`src/rtl/esn_step_ctrl.sv`:
```
// rtl/esn_step_ctrl.sv - sequences one echo-state-network reservoir frame over a shared saturating accumulator
// Cells are processed one at a time; new states land in a shadow bank and commit together at frame end.
module esn_step_ctrl #(
  parameter int NUM_CELLS  = 4,
  parameter int NUM_STEPS  = 3,
  parameter int data_width = 3,
  localparam int CW = (NUM_CELLS > 1) ? $clog2(NUM_CELLS) : 1
) (
  input  logic                              iClk,
  input  logic                              iRst_n,
  input  logic                              iStart,
  input  logic [NUM_CELLS*NUM_STEPS-1:0]    iWeights,
  input  logic [data_width-1:0]             iSum,
  output logic                              oReady,
  output logic                              oEn,
  output logic                              oBitU,
  output logic [data_width-1:0]             oTerm,
  output logic                              oAccRst_n,
  output logic [CW-1:0]                     oCell,
  output logic [NUM_CELLS*data_width-1:0]   oState,
  output logic                              oDone
);

  localparam int NW = NUM_CELLS * NUM_STEPS;
  localparam int SW = (NUM_STEPS > 1) ? $clog2(NUM_STEPS) : 1;
  localparam int IW = (NW > 1) ? $clog2(NW) : 1;

  typedef enum logic [2:0] {
    S_IDLE,
    S_CLEAR,
    S_ACC,
    S_CAPTURE,
    S_COMMIT
  } state_t;

  state_t                r_fsm;
  logic [NW-1:0]         r_weights;
  logic [CW-1:0]         r_cell;
  logic [SW-1:0]         r_step;
  logic [data_width-1:0] r_bank   [NUM_CELLS];
  logic [data_width-1:0] r_shadow [NUM_CELLS];
  logic                  r_en;
  logic                  r_bitu;
  logic [data_width-1:0] r_term;
  logic                  r_acc_rst_n;
  logic                  r_done;

  logic [CW-1:0]         w_prev_cell;
  logic [IW-1:0]         w_idx_first;
  logic [IW-1:0]         w_idx_next;
  logic                  w_last_step;
  logic                  w_last_cell;

  // Ring neighbour: cell 0 reads the last cell.
  assign w_prev_cell = (r_cell == '0) ? CW'(NUM_CELLS - 1) : r_cell - 1'b1;
  assign w_idx_first = IW'(int'(r_cell) * NUM_STEPS);
  assign w_idx_next  = IW'(int'(r_cell) * NUM_STEPS + int'(r_step) + 1);
  assign w_last_step = (r_step == SW'(NUM_STEPS - 1));
  assign w_last_cell = (r_cell == CW'(NUM_CELLS - 1));

  always_ff @(posedge iClk or negedge iRst_n) begin
    if (!iRst_n) begin
      r_fsm       <= S_IDLE;
      r_weights   <= '0;
      r_cell      <= '0;
      r_step      <= '0;
      r_en        <= 1'b0;
      r_bitu      <= 1'b0;
      r_term      <= '0;
      r_acc_rst_n <= 1'b0;
      r_done      <= 1'b0;
      for (int c = 0; c < NUM_CELLS; c++) begin
        r_bank[c]   <= '0;
        r_shadow[c] <= '0;
      end
    end else begin
      r_done      <= 1'b0;
      r_en        <= 1'b0;
      r_acc_rst_n <= 1'b1;
      case (r_fsm)
        S_IDLE: begin
          if (iStart) begin
            r_weights   <= iWeights;
            r_cell      <= '0;
            r_acc_rst_n <= 1'b0;
            r_fsm       <= S_CLEAR;
          end
        end
        S_CLEAR: begin
          r_step <= '0;
          r_en   <= 1'b1;
          r_bitu <= r_weights[w_idx_first];
          r_term <= r_bank[w_prev_cell];
          r_fsm  <= S_ACC;
        end
        S_ACC: begin
          if (w_last_step) begin
            r_fsm <= S_CAPTURE;
          end else begin
            r_step <= r_step + 1'b1;
            r_en   <= 1'b1;
            r_bitu <= r_weights[w_idx_next];
          end
        end
        S_CAPTURE: begin
          r_shadow[r_cell] <= iSum;
          if (w_last_cell) begin
            r_fsm <= S_COMMIT;
          end else begin
            r_cell      <= r_cell + 1'b1;
            r_acc_rst_n <= 1'b0;
            r_fsm       <= S_CLEAR;
          end
        end
        S_COMMIT: begin
          for (int c = 0; c < NUM_CELLS; c++) begin
            r_bank[c] <= r_shadow[c];
          end
          r_done <= 1'b1;
          r_fsm  <= S_IDLE;
        end
        default: r_fsm <= S_IDLE;
      endcase
    end
  end

  genvar g;
  generate
    for (g = 0; g < NUM_CELLS; g++) begin : g_state
      assign oState[g*data_width +: data_width] = r_bank[g];
    end
  endgenerate

  assign oReady    = (r_fsm == S_IDLE);
  assign oEn       = r_en;
  assign oBitU     = r_bitu;
  assign oTerm     = r_term;
  assign oAccRst_n = r_acc_rst_n;
  assign oCell     = r_cell;
  assign oDone     = r_done;

endmodule

```
`config.mk`:
```
export PLATFORM = sky130hd
export DESIGN_NAME = esn_step_ctrl
export DESIGN_NICKNAME = d
export VERILOG_FILES = /design/src/rtl/esn_step_ctrl.sv
export SDC_FILE = /design/constraint.sdc
export NUM_CORES = 1
export LEC_CHECK = 0
export BUFFER_PORTS_ARGS = -buffer_cell sky130_fd_sc_hd__clkbuf_2
export CAP_MARGIN = 20
export CORE_ASPECT_RATIO = 1.2
export CORE_MARGIN = 2
export CORE_UTILIZATION = 50
export DETAILED_ROUTE_END_ITERATION = 8
export PLACE_DENSITY = 0.73
export SKIP_CTS_REPAIR_TIMING = 1
export SYNTH_ARGS = -nofsm -noshare
export SYNTH_HDL_FRONTEND = slang
export SYNTH_SLANG_ARGS = --single-unit
```
`constraint.sdc`:
```
create_clock -name iClk -period 2.1 [get_ports iClk]
set_input_delay 0.21 -clock iClk [delete_from_list [all_inputs] [get_ports iClk]]
set_output_delay 0.21 -clock iClk [all_outputs]
set_load 0.1 [all_outputs]
```
* Word-level counts from Yosys, hierarchy flattened *
Index checks and enable logic that the tools add are counted.

operators by class
  $add $sub $neg = 5
  multiply operators = 1
  $lt $le $gt $ge = 5
  eq/ne operators = 10
  mux-type cells = 28
  bitwise operators = 2
  reductions and logical operators = 9

operators by type and width
  cell                                                                   count
  3-bit 2-to-1 mux                                                       6
  12-bit bitwise mux                                                     1
  3-bit case mux with 4 select lines                                     1
  4-bit by 5-bit < comparator with 1-bit output (second input constant)  2
  1-bit binary-select mux with 4-bit select                              2
  2-bit 2-to-1 mux                                                       4
  2-bit inequality test (second input constant)                          4
  2-bit case mux with 2 select lines                                     2
  1-bit 2-to-1 mux                                                       7
  3-bit binary-select mux with 2-bit select                              1
  3-bit demux with 2-bit select                                          1
  3-bit by 2-bit == test with 1-bit output (second input constant)       2
  3-bit >= comparator (second input constant)                            2
  2-bit inverter with 3-bit output                                       2
  1-bit case mux with 2 select lines                                     3
  2-bit AND reduction                                                    3
  2-bit by 1-bit adder with 2-bit output (second input constant)         2
  4-bit by 1-bit adder with 4-bit output (second input constant)         1
  4-bit by 2-bit adder with 4-bit output                                 1
  2-bit == test (second input constant)                                  2
  2-bit by 2-bit multiplier with 4-bit output (second input constant)    1
  2-bit nonzero test                                                     2
  3-bit by 1-bit == test with 1-bit output (second input constant)       1
  3-bit == test (second input constant)                                  1
  6 further kinds                                                        6

word-level totals
  flip-flop bits (word level) = 50
  output and inout port bits = 22

* Longest topological paths before layout *
Gate-level depths: netlist (run 1).

  word-level depth = 7
  gate-level depth with buffers = 8

* Worst setup path before layout (run 1) *
Ideal clock, no wire load.

  kind = register to register
  from = register r_cell[0], in the netlist oCell[0]
  to = register r_bitu, in the netlist oBitU
  library setup time = 0.078 ns
  arrival = 2.726 ns
  setup slack = -0.704 ns
  stages on the path, launching flop included = 8
  buffers on the path = 0
  cell sequence = dfrtp_1 -> inv_2 -> ha_1 -> fa_1 -> mux4_2 -> mux2i_1 -> or2_2 -> a21oi_1

on the way
  word-level cells in the longest chain between the ends = 7
  elaborated cells on any way between the ends = 9
  those cells by class = add/sub (2); mul (1); mux (6)

RTL lines
  element                                        RTL line  RTL
  from (decl)                                    38        logic [CW-1:0] r_cell;
  from (signal assigned)                         110       r_cell <= r_cell + 1'b1;
  2-bit by 2-bit multiplier with 4-bit output *  56, 57
  4-bit by 2-bit adder with 4-bit output         57        assign w_idx_next = IW'(int'(r_cell) * NUM_STEPS + int'(r_step) + 1);
  4-bit by 1-bit adder with 4-bit output         57
  1-bit binary-select mux with 4-bit select      102       r_bitu <= r_weights[w_idx_next];
  1-bit 2-to-1 mux (not written as such)         102
  1-bit 2-to-1 mux                               97        if (w_last_step) begin
  1-bit case mux with 2 select lines *           80        case (r_fsm)
  to (signal assigned)                           92        r_bitu <= r_weights[w_idx_first];
  to (signal assigned)                           102
  to (decl)                                      43        logic r_bitu;

Mark *: on every way between the ends. The rest lies on a longest branch, timed or not. The select of a mux whose other input is x is not followed.
A chain may end at the register's enable or synchronous reset.

* Worst setup path in the final report (run 1) *
Same ends and word-level chain as after synthesis.

==> results.py, run 1 <==
metrics = {
    "cells_and_area": {
        "stdcell_count": 271,
        "drive_gt1_share_pct": 54.0,
        "nets": 238,
        "final_cell_mix": "dfrtp_1 (48), clkbuf_2 (39), mux2_2 (31), mux2_4 (10), nand2_1 (9)",
        "final_common_cell": "dfrtp_1",
        "area_delta_synth_final_pct": 20.9,
        "postLayoutCellArea_um2": 2890,
        "antennaDiodeCount": 0,
    },
    "job": {
        "cap_violations": 0,
    },
    "grt": {
        "antenna_found_initial": 0,
        "first_global_vias": 1544,
        "gr-usage-all-layers_pct": 20.1,
        "overflow": 0,
        "grt_start_max_net_pins": 37,
        "grt_pass1_wl_um": 7820,
    },
    "sta": {
        "finalHoldViolCount": 0,
        "rsz0062_at_grt": "yes",
        "setup_viol_count_final": 0,
        "worst_pin_slew_ns": 0.890,
        "slew_violations": 0,
        "clock_skew_ns": 0.00532,
        "max_clock_freq_ghz": 0.479,
        "fin_crit_sh_pct": 99.4,
        "min_period_ns": 2.09,
        "whs_ns": 0.00883,
        "maxSlewHeadroom_pct": 40.7,
    },
    "place": {
        "portBuffers": 39,
        "place_congestion": 0.781,
        "placed_cell_area_um2": 2750,
        "detailed_place_hpwl_um": 3420,
        "placed_cells": 263,
    },
    "yosys": {
        "synth-xor-area-share_pct": 0.733,
        "synth_edf_count": 0,
        "ys_seq_area_share_pct": 52.3,
        "async_flop_share_pct": 100,
        "synthDistinctLibCells": 34,
        "synth_fp_nets": 192,
        "synth_area_leaders": "dfrtp_1 (52%), mux2_2 (19%), mux4_1 (4.4%), mux4_2 (3.8%), ha_1 (3.7%)",
        "muxShareOfSynthArea_pct": 29.1,
        "synth_top_area_share_pct": 52.3,
        "synth-compound-area-share_pct": 3.35,
        "syn_inst": 166,
        "synth_area_um2": 2390,
        "yosys_warnings": 0,
        "netlist.top_cell.by_area": "dfrtp_1",
        "ys.flop_type": "dfrtp_1",
        "synthAdderAreaFrac_pct": 4.50,
        "postSynthRegisterBits": 50,
        "syn_area_per_cell_um2": 14.4,
        "synth_top_family_by_area": "multiplexers",
        "yosys.area_share.simple_pct": 7.12,
    },
    "worst_setup_path": {
        "cp-start-kind": "flop",
        "cp-end-kind": "flop",
        "worstPathArrival_ns": 2.29,
        "crit_fanout": 4,
        "crit_required_ns": 2.30,
        "critical_path_class": "reg -> reg",
    },
    "detailed_routing": {
        "wirelength_um": 4680,
        "ant_nets": 0,
        "vias": 1513,
        "viasPerCell": 5.58,
        "drc_errors": 0,
        "drt_iter0_drc": 54,
        "firstDrtPassIters": 4,
        "wl_per_cell_um": 17.3,
    },
    "floorplanning": {
        "start_util_pct": 52.0,
        "die_y_um": 79.8,
        "dieArea_um2": 5350,
        "core_area_um2": 4590,
        "num_io_pins": 40,
        "die_w_um": 67.1,
        "num_rows": 27,
    },
    "run_status": {
        "status": "completed",
    },
    "cts": {
        "cts_tree": "built",
        "clockRootBuffer": "clkbuf_8",
        "htreeDepth": 2,
        "cts_made_buffers": 5,
        "clk_latency_ns": 0.31,
        "cts.sinks": 50,
        "cts_buffer_depth": 2,
        "path_clk_slew_ns": 0.09,
    },
    "hold_path": {
        "holdCritPathClass": "in -> async",
    },
}
[registers in the layout (all words and copies together), names as in the netlist]
signal / flops
r_shadow: 12
oAccRst_n: 1
oState: 12
oDone: 1
r_step: 2
oBitU: 1
oEn: 1
r_weights: 12
r_fsm: 3
oCell: 2
oTerm: 3
[path summary, 6_finish.rpt]
| kind | from | end | slack [ns] | cells after the start |
|---|---|---|---|---|
| min in group iClk | iWeights[1] | r_weights[1]$_DFFE_PN0P_ | 0.13 | 2 |
| hold reg to reg | r_shadow[5]$_DFFE_PN0P_ | r_shadow[5]$_DFFE_PN0P_ | 0.51 | 1 |
| setup / recovery | oCell[0]$_DFFE_PN0P_ | oBitU$_DFFE_PN0P_ | 0.01 | 6 |
| setup reg to reg | oCell[0]$_DFFE_PN0P_ | oBitU$_DFFE_PN0P_ | 0.01 | 6 |
| hold / removal | iRst_n | r_fsm[1]$_DFFE_PN0P_ | 0.009 | 1 |
| max in group asynchronous | iRst_n | r_shadow[7]$_DFFE_PN0P_ | 1.43 | 2 |
[critical path, cell delays in order (launching register included)]
cell,delay [ns]
dfrtp_4,0.51
inv_6,0.09
ha_4,0.22
fa_2,0.57
mux4_2,0.30
a31oi_1,0.22
a21oi_2,0.07
[area by class of cell]
cell class	instances	area [µm²]
fill	357	1700
tap	58	72.6
timing repair buffer	46	248
clock inverter	3	68.8
inverter	5	23.8
multi-input combinational	104	1150
sequential	50	1260
clock buffer	5	68.8
[cells in the mapped netlist (2+ instances only)]
master,number
dfrtp_1,50
nand2b_1,3
mux2i_1,4
o22ai_1,2
o21ai_0,2
nor2b_1,2
a21oi_1,3
nor2_1,5
mux2_2,41
buf_4,3
buf_2,3
inv_1,4
nor3b_2,2
mux4_1,4
mux4_2,4
xnor2_1,2
nand2_1,9
ha_1,7
[metrics by stage]
| step | setup TNS [ns] | setup slack (ns) | utilization [%] |
|---|---|---|---|
| final | 0 | 0.0130 | 62.9 |
| after global routing | -0.0501 | -0.0501 | 62.9 |
| after CTS | -0.00102 | -0.00102 | 62.8 |
| after detailed placement | 0 | 0.0302 | 59.8 |
| after global placement | 0 | 0.0756 | 59.8 |
| after floorplan | -1.17 | -0.107 | - |
[routing by layer]
metal	GRT usage [%]	routed length, µm	part of all wire, %	vias up
met2	32.0	2360	50	36
li1	-	-	-	691
met3	4.80	189	4.0	8
met4	5.51	59	1.3	0
met1	27.4	2070	44	778
met5	0	0	0	-
[logic make-up after synthesis]
kind of cell,count (synthesis)
muxes,53
DFF,50
and+or+nand+nor,29
AOI/OAI and AO/OA,12
buffers and inverters,12
adders and majority gates,8
xor gates and xnor gates,2
Power of run 1 is left out: the tool's default activity adds up to more than one toggle a clock period on the data nets, which glitch-free logic cannot reach.
==> run 2: changes to the inputs <==
- PLACE_DENSITY: 0.73 -> 0.81
==> run 2 against run 1 <==
Compared with the run above: die area stayed put; critical endpoint unchanged; global-route usage is 1.7 points lower; final cell count is 0.74% higher; the run now ends with negative setup slack left; via count is 3.2% lower; design area is 0.35% lower.
==> results.py, run 2 (synthesis gave the netlist of run 1 again) <==
metrics = {
    "detailed_routing": {
        "drc_errors": 0,
        "ant_nets": 0,
        "viasPerCell": 5.36,
        "wl_per_cell_um": 15.9,
        "firstDrtPassIters": 4,
        "drt_iter0_drc": 41,
        "wirelength_um": 4350,
        "vias": 1464,
    },
    "place": {
        "detailed_place_hpwl_um": 3260,
        "place_congestion": 0.802,
        "portBuffers": 39,
        "placed_cell_area_um2": 2740,
        "dpl_worst_slack_ns": 0.0495,
    },
    "grt": {
        "first_global_vias": 1451,
        "gr-usage-all-layers_pct": 18.4,
        "grt_pass1_wl_um": 7270,
        "grt_start_max_net_pins": 31,
        "overflow": 0,
        "antenna_found_initial": 0,
    },
    "worst_setup_path": {
        "reg2reg_from": "oCell[1]$_DFFE_PN0P_",
        "worstPathArrival_ns": 2.34,
        "reg2reg_depth": 7,
        "cp-end-kind": "flop",
        "rr_endpoint": "oBitU$_DFFE_PN0P_",
        "regToRegSetupSlack_ns": -0.0001,
        "crit_fanout": 5,
        "cp-start-kind": "flop",
        "critical_path_class": "reg -> reg",
        "crit_required_ns": 2.34,
    },
    "cts": {
        "htreeDepth": 2,
        "cts.sinks": 50,
        "cts_made_buffers": 5,
        "path_clk_slew_ns": 0.10,
        "cts_buffer_depth": 2,
        "clk_latency_ns": 0.32,
        "clockRootBuffer": "clkbuf_8",
        "cts_tree": "built",
    },
    "cells_and_area": {
        "final_common_cell": "dfrtp_1",
        "drive_gt1_share_pct": 53.5,
        "fillers": 362,
        "postLayoutCellArea_um2": 2880,
        "final_cell_mix": "dfrtp_1 (48), clkbuf_2 (39), mux2_2 (31), mux2_4 (10), nand2_1 (9)",
        "nets": 240,
        "antennaDiodeCount": 0,
        "final_util_pct": 62.7,
        "area_delta_synth_final_pct": 20.5,
    },
    "job": {
        "cap_violations": 0,
    },
    "floorplanning": {
        "die_w_um": 67.1,
        "num_io_pins": 40,
        "num_rows": 27,
        "core_area_um2": 4590,
        "dieArea_um2": 5350,
        "die_y_um": 79.8,
        "start_util_pct": 52.0,
    },
    "sta": {
        "rsz0062_at_grt": "yes",
        "max_clock_freq_ghz": 0.476,
        "finalWorstSetupSlack_ns": -0.000133,
        "slew_violations": 0,
        "fin_crit_sh_pct": 100,
        "whs_ns": 0.124,
        "worst_pin_slew_ns": 0.554,
        "maxSlewHeadroom_pct": 63.3,
        "clock_skew_ns": 0.00901,
        "setup_viol_count_final": 1,
        "min_period_ns": 2.10,
        "finalHoldViolCount": 0,
    },
    "hold_path": {
        "holdPathEnd": "r_weights[7]$_DFFE_PN0P_",
        "holdCritPathClass": "in -> reg",
        "worstHoldPathCells": 2,
        "min_from": "iWeights[7]",
    },
    "run_status": {
        "violations": "negative setup slack",
        "status": "finished with violations",
    },
}
==> run 2: cell count changes in the layout (fill, tap and decap cells not counted) <==
cell	before	now
bufinv_16	2	0
inv_4	0	1
fa_2	1	0
fa_1	0	1
dlygate4sd3_1	0	1
clkinv_4	1	2
inv_8	0	1
buf_12	0	1
inv_2	1	0
==> run 2: area by class of cell <==
cell class | instances | area [µm²] | share of cell area (%)
Multi-Input combinational cell | 104 | 1150 | 39.8
Inverter | 5 | 26.3 | 0.912
Timing Repair Buffer | 48 | 278 | 9.64
Tap cell | 58 | 72.6 | 2.52
Sequential cell | 50 | 1260 | 43.7
Clock buffer | 5 | 68.8 | 2.39
Clock inverter | 3 | 28.8 | 0.999
==> run 2: how the worst max path moves through the flow <==
| stage | startpoint | endpoint | slack, ns | cells after the start |
|---|---|---|---|---|
| 3_3_place_gp | oCell[0]$_DFFE_PN0P_ | oBitU$_DFFE_PN0P_ | 0.07 | 7 |
| 3_5_place_dp | oCell[0]$_DFFE_PN0P_ | oBitU$_DFFE_PN0P_ | 0.05 | 7 |
| 6_report | oCell[1]$_DFFE_PN0P_ | oBitU$_DFFE_PN0P_ | -0.0001 | 7 |
| 2_1_floorplan | r_fsm[1]$_DFFE_PN0P_ | r_weights[0]$_DFFE_PN0P_ | -0.11 | 5 |
| 5_1_grt | oCell[1]$_DFFE_PN0P_ | oBitU$_DFFE_PN0P_ | -0.07 | 7 |
| 4_1_cts | oCell[1]$_DFFE_PN0P_ | oBitU$_DFFE_PN0P_ | 0.02 | 7 |
==> run 2: per-layer routing <==
metal  GRT usage [%]  up-vias  wire length (µm)
met1            25.5      730              1920
met4            7.35        0                76
met5               0        -                 0
li1                -      698                 -
met3            3.39        6               168
met2            28.5       30              2190
==> run 2: per-stage QoR <==
stage	instances	TNS (ns)
detailed placement	261	0
floorplan	166	-1.17
global placement	261	0
CTS	269	0
global route	273	-0.0711
finish	273	-0.000133
==> run 2: worst max-delay path, stage by stage, from the launching register on <==
cell	delay, ns
dfrtp_4	0.52
inv_4	0.07
ha_4	0.20
fa_1	0.57
mux4_2	0.20
mux2i_1	0.06
or2_2	0.29
a21oi_2	0.12
Power of run 2 is left out for the same reason.
==> run 3: changes to the inputs <==
- PLACE_DENSITY: 0.81 -> 0.78
- clock period: 2.1 -> 2.2 ns (I/O delays scaled with it)
==> run 3 against run 2 <==
Compared with the run above: the flow now finishes without violations; global-route usage increased by 1.3 points; die area unchanged; register-to-register slack improved by 0.09 ns; clock skew increased by 0.0010 ns; critical path depth unchanged; wire length increased by 2.9%; via count increased by 0.68%; flip-flop and latch count unchanged; largest cell class unchanged; highest routed layer unchanged.
==> results.py, run 3 (synthesis gave the netlist of run 1 again) <==
metrics = {
    "job": {
        "cap_violations": 0,
    },
    "place": {
        "placed_cells": 260,
        "dpl_worst_slack_ns": 0.115,
        "place_congestion": 0.806,
        "detailed_place_hpwl_um": 3490,
        "portBuffers": 39,
    },
    "floorplanning": {
        "die_w_um": 67.1,
        "core_area_um2": 4590,
        "num_rows": 27,
        "start_util_pct": 52.0,
        "die_y_um": 79.8,
        "dieArea_um2": 5350,
        "num_io_pins": 40,
    },
    "cells_and_area": {
        "nets": 236,
        "final_cell_mix": "dfrtp_1 (48), mux2_2 (41), clkbuf_2 (39), nand2_1 (9), ha_1 (6)",
        "drive_gt1_share_pct": 52.1,
        "stdcell_count": 269,
        "final_util_pct": 60.8,
        "final_common_cell": "dfrtp_1",
        "area_delta_synth_final_pct": 16.8,
        "antennaDiodeCount": 0,
    },
    "sta": {
        "setup_viol_count_final": 0,
        "fin_crit_sh_pct": 95.7,
        "min_period_ns": 2.11,
        "slew_violations": 0,
        "maxSlewHeadroom_pct": 57.6,
        "finalWorstSetupSlack_ns": 0.0945,
        "clock_skew_ns": 0.0100,
        "finalHoldViolCount": 0,
        "fin_setup_tns_ns": 0,
        "worst_pin_slew_ns": 0.636,
        "max_clock_freq_ghz": 0.475,
    },
    "hold_path": {
        "min_from": "iWeights[4]",
        "holdPathEnd": "r_weights[4]$_DFFE_PN0P_",
        "worstHoldPathCells": 2,
        "holdCritPathClass": "in -> reg",
    },
    "cts": {
        "cts_made_buffers": 5,
        "path_clk_slew_ns": 0.10,
        "htreeDepth": 2,
        "clk_latency_ns": 0.31,
        "cts_tree": "built",
        "cts.sinks": 50,
        "clockRootBuffer": "clkbuf_8",
        "cts_buffer_depth": 2,
    },
    "detailed_routing": {
        "vias": 1474,
        "drc_errors": 0,
        "wl_per_cell_um": 16.7,
        "viasPerCell": 5.48,
        "highest_layer": "met4",
        "wl_met1_um": 1970,
        "ant_nets": 0,
        "wirelength_um": 4480,
        "route.met2.wl_um": 2290,
        "drt_iter0_drc": 89,
        "met3WireLength_um": 165,
        "firstDrtPassIters": 4,
    },
    "grt": {
        "first_global_vias": 1522,
        "overflow": 0,
        "grt_start_max_net_pins": 27,
        "gr-usage-all-layers_pct": 19.7,
        "antenna_found_initial": 0,
        "grt_pass1_wl_um": 7680,
    },
    "worst_setup_path": {
        "reg2reg_from": "oCell[0]$_DFFE_PN0P_",
        "cp-end-kind": "flop",
        "worstPathArrival_ns": 2.35,
        "cp-start-kind": "flop",
        "critical_path_class": "reg -> reg",
        "regToRegSetupSlack_ns": 0.09,
        "crit_fanout": 7,
        "crit_required_ns": 2.44,
        "reg2reg_depth": 7,
        "rr_endpoint": "oBitU$_DFFE_PN0P_",
    },
    "run_status": {
        "status": "completed",
    },
}
==> run 3: cell types whose count changed in the layout (fill, tap and decap cells not counted), moves of 2 or more <==
cell / delta
mux2_4: -10
buf_4: -4
clkinv_4: -2
inv_6: +2
mux2_2: +10
==> run 3: final cells by class <==
class | instances | area (µm²)
fillers | 388 | 1800
inverters | 5 | 21.3
flip-flops and latches | 50 | 1260
well taps | 58 | 72.6
repair buffers | 44 | 248
multi-input cells | 104 | 1100
clock buffers | 5 | 68.8
clock inverters | 3 | 26.3
==> run 3: how the worst max path moves through the flow <==
stage	from	endpoint	slack, ns	cells after the start
after floorplan	r_fsm[1]$_DFFE_PN0P_	r_weights[0]$_DFFE_PN0P_	-0.01	5
after global placement	oCell[0]$_DFFE_PN0P_	oBitU$_DFFE_PN0P_	0.17	8
after detailed placement	oCell[0]$_DFFE_PN0P_	oBitU$_DFFE_PN0P_	0.12	8
after CTS	oCell[0]$_DFFE_PN0P_	oBitU$_DFFE_PN0P_	0.10	8
after global routing	oCell[0]$_DFFE_PN0P_	oBitU$_DFFE_PN0P_	-0.002	7
final	oCell[0]$_DFFE_PN0P_	oBitU$_DFFE_PN0P_	0.09	7
==> run 3: stage by stage <==
stage	hold WS, ns	instance area, µm²
after floorplan	-0.0756	2430
after global placement	0.274	2680
after detailed placement	0.271	2680
after CTS	-0.0679	2780
after global routing	0.141	2790
final	0.139	2790
==> run 3: routing by layer <==
metal | track usage, % | vias to the layer above
met2 | 32.8 | 36
met3 | 3.10 | 5
met1 | 26.5 | 749
met5 | 0 | -
li1 | - | 684
met4 | 5.51 | 0
==> run 3: worst max-delay path, stage by stage (launching register included) <==
cell	delay, ns
dfrtp_4	0.50
inv_4	0.09
ha_4	0.23
fa_1	0.57
mux4_2	0.19
mux2i_1	0.06
or2_2	0.28
a21oi_2	0.11
Power of run 3 is left out for the same reason.
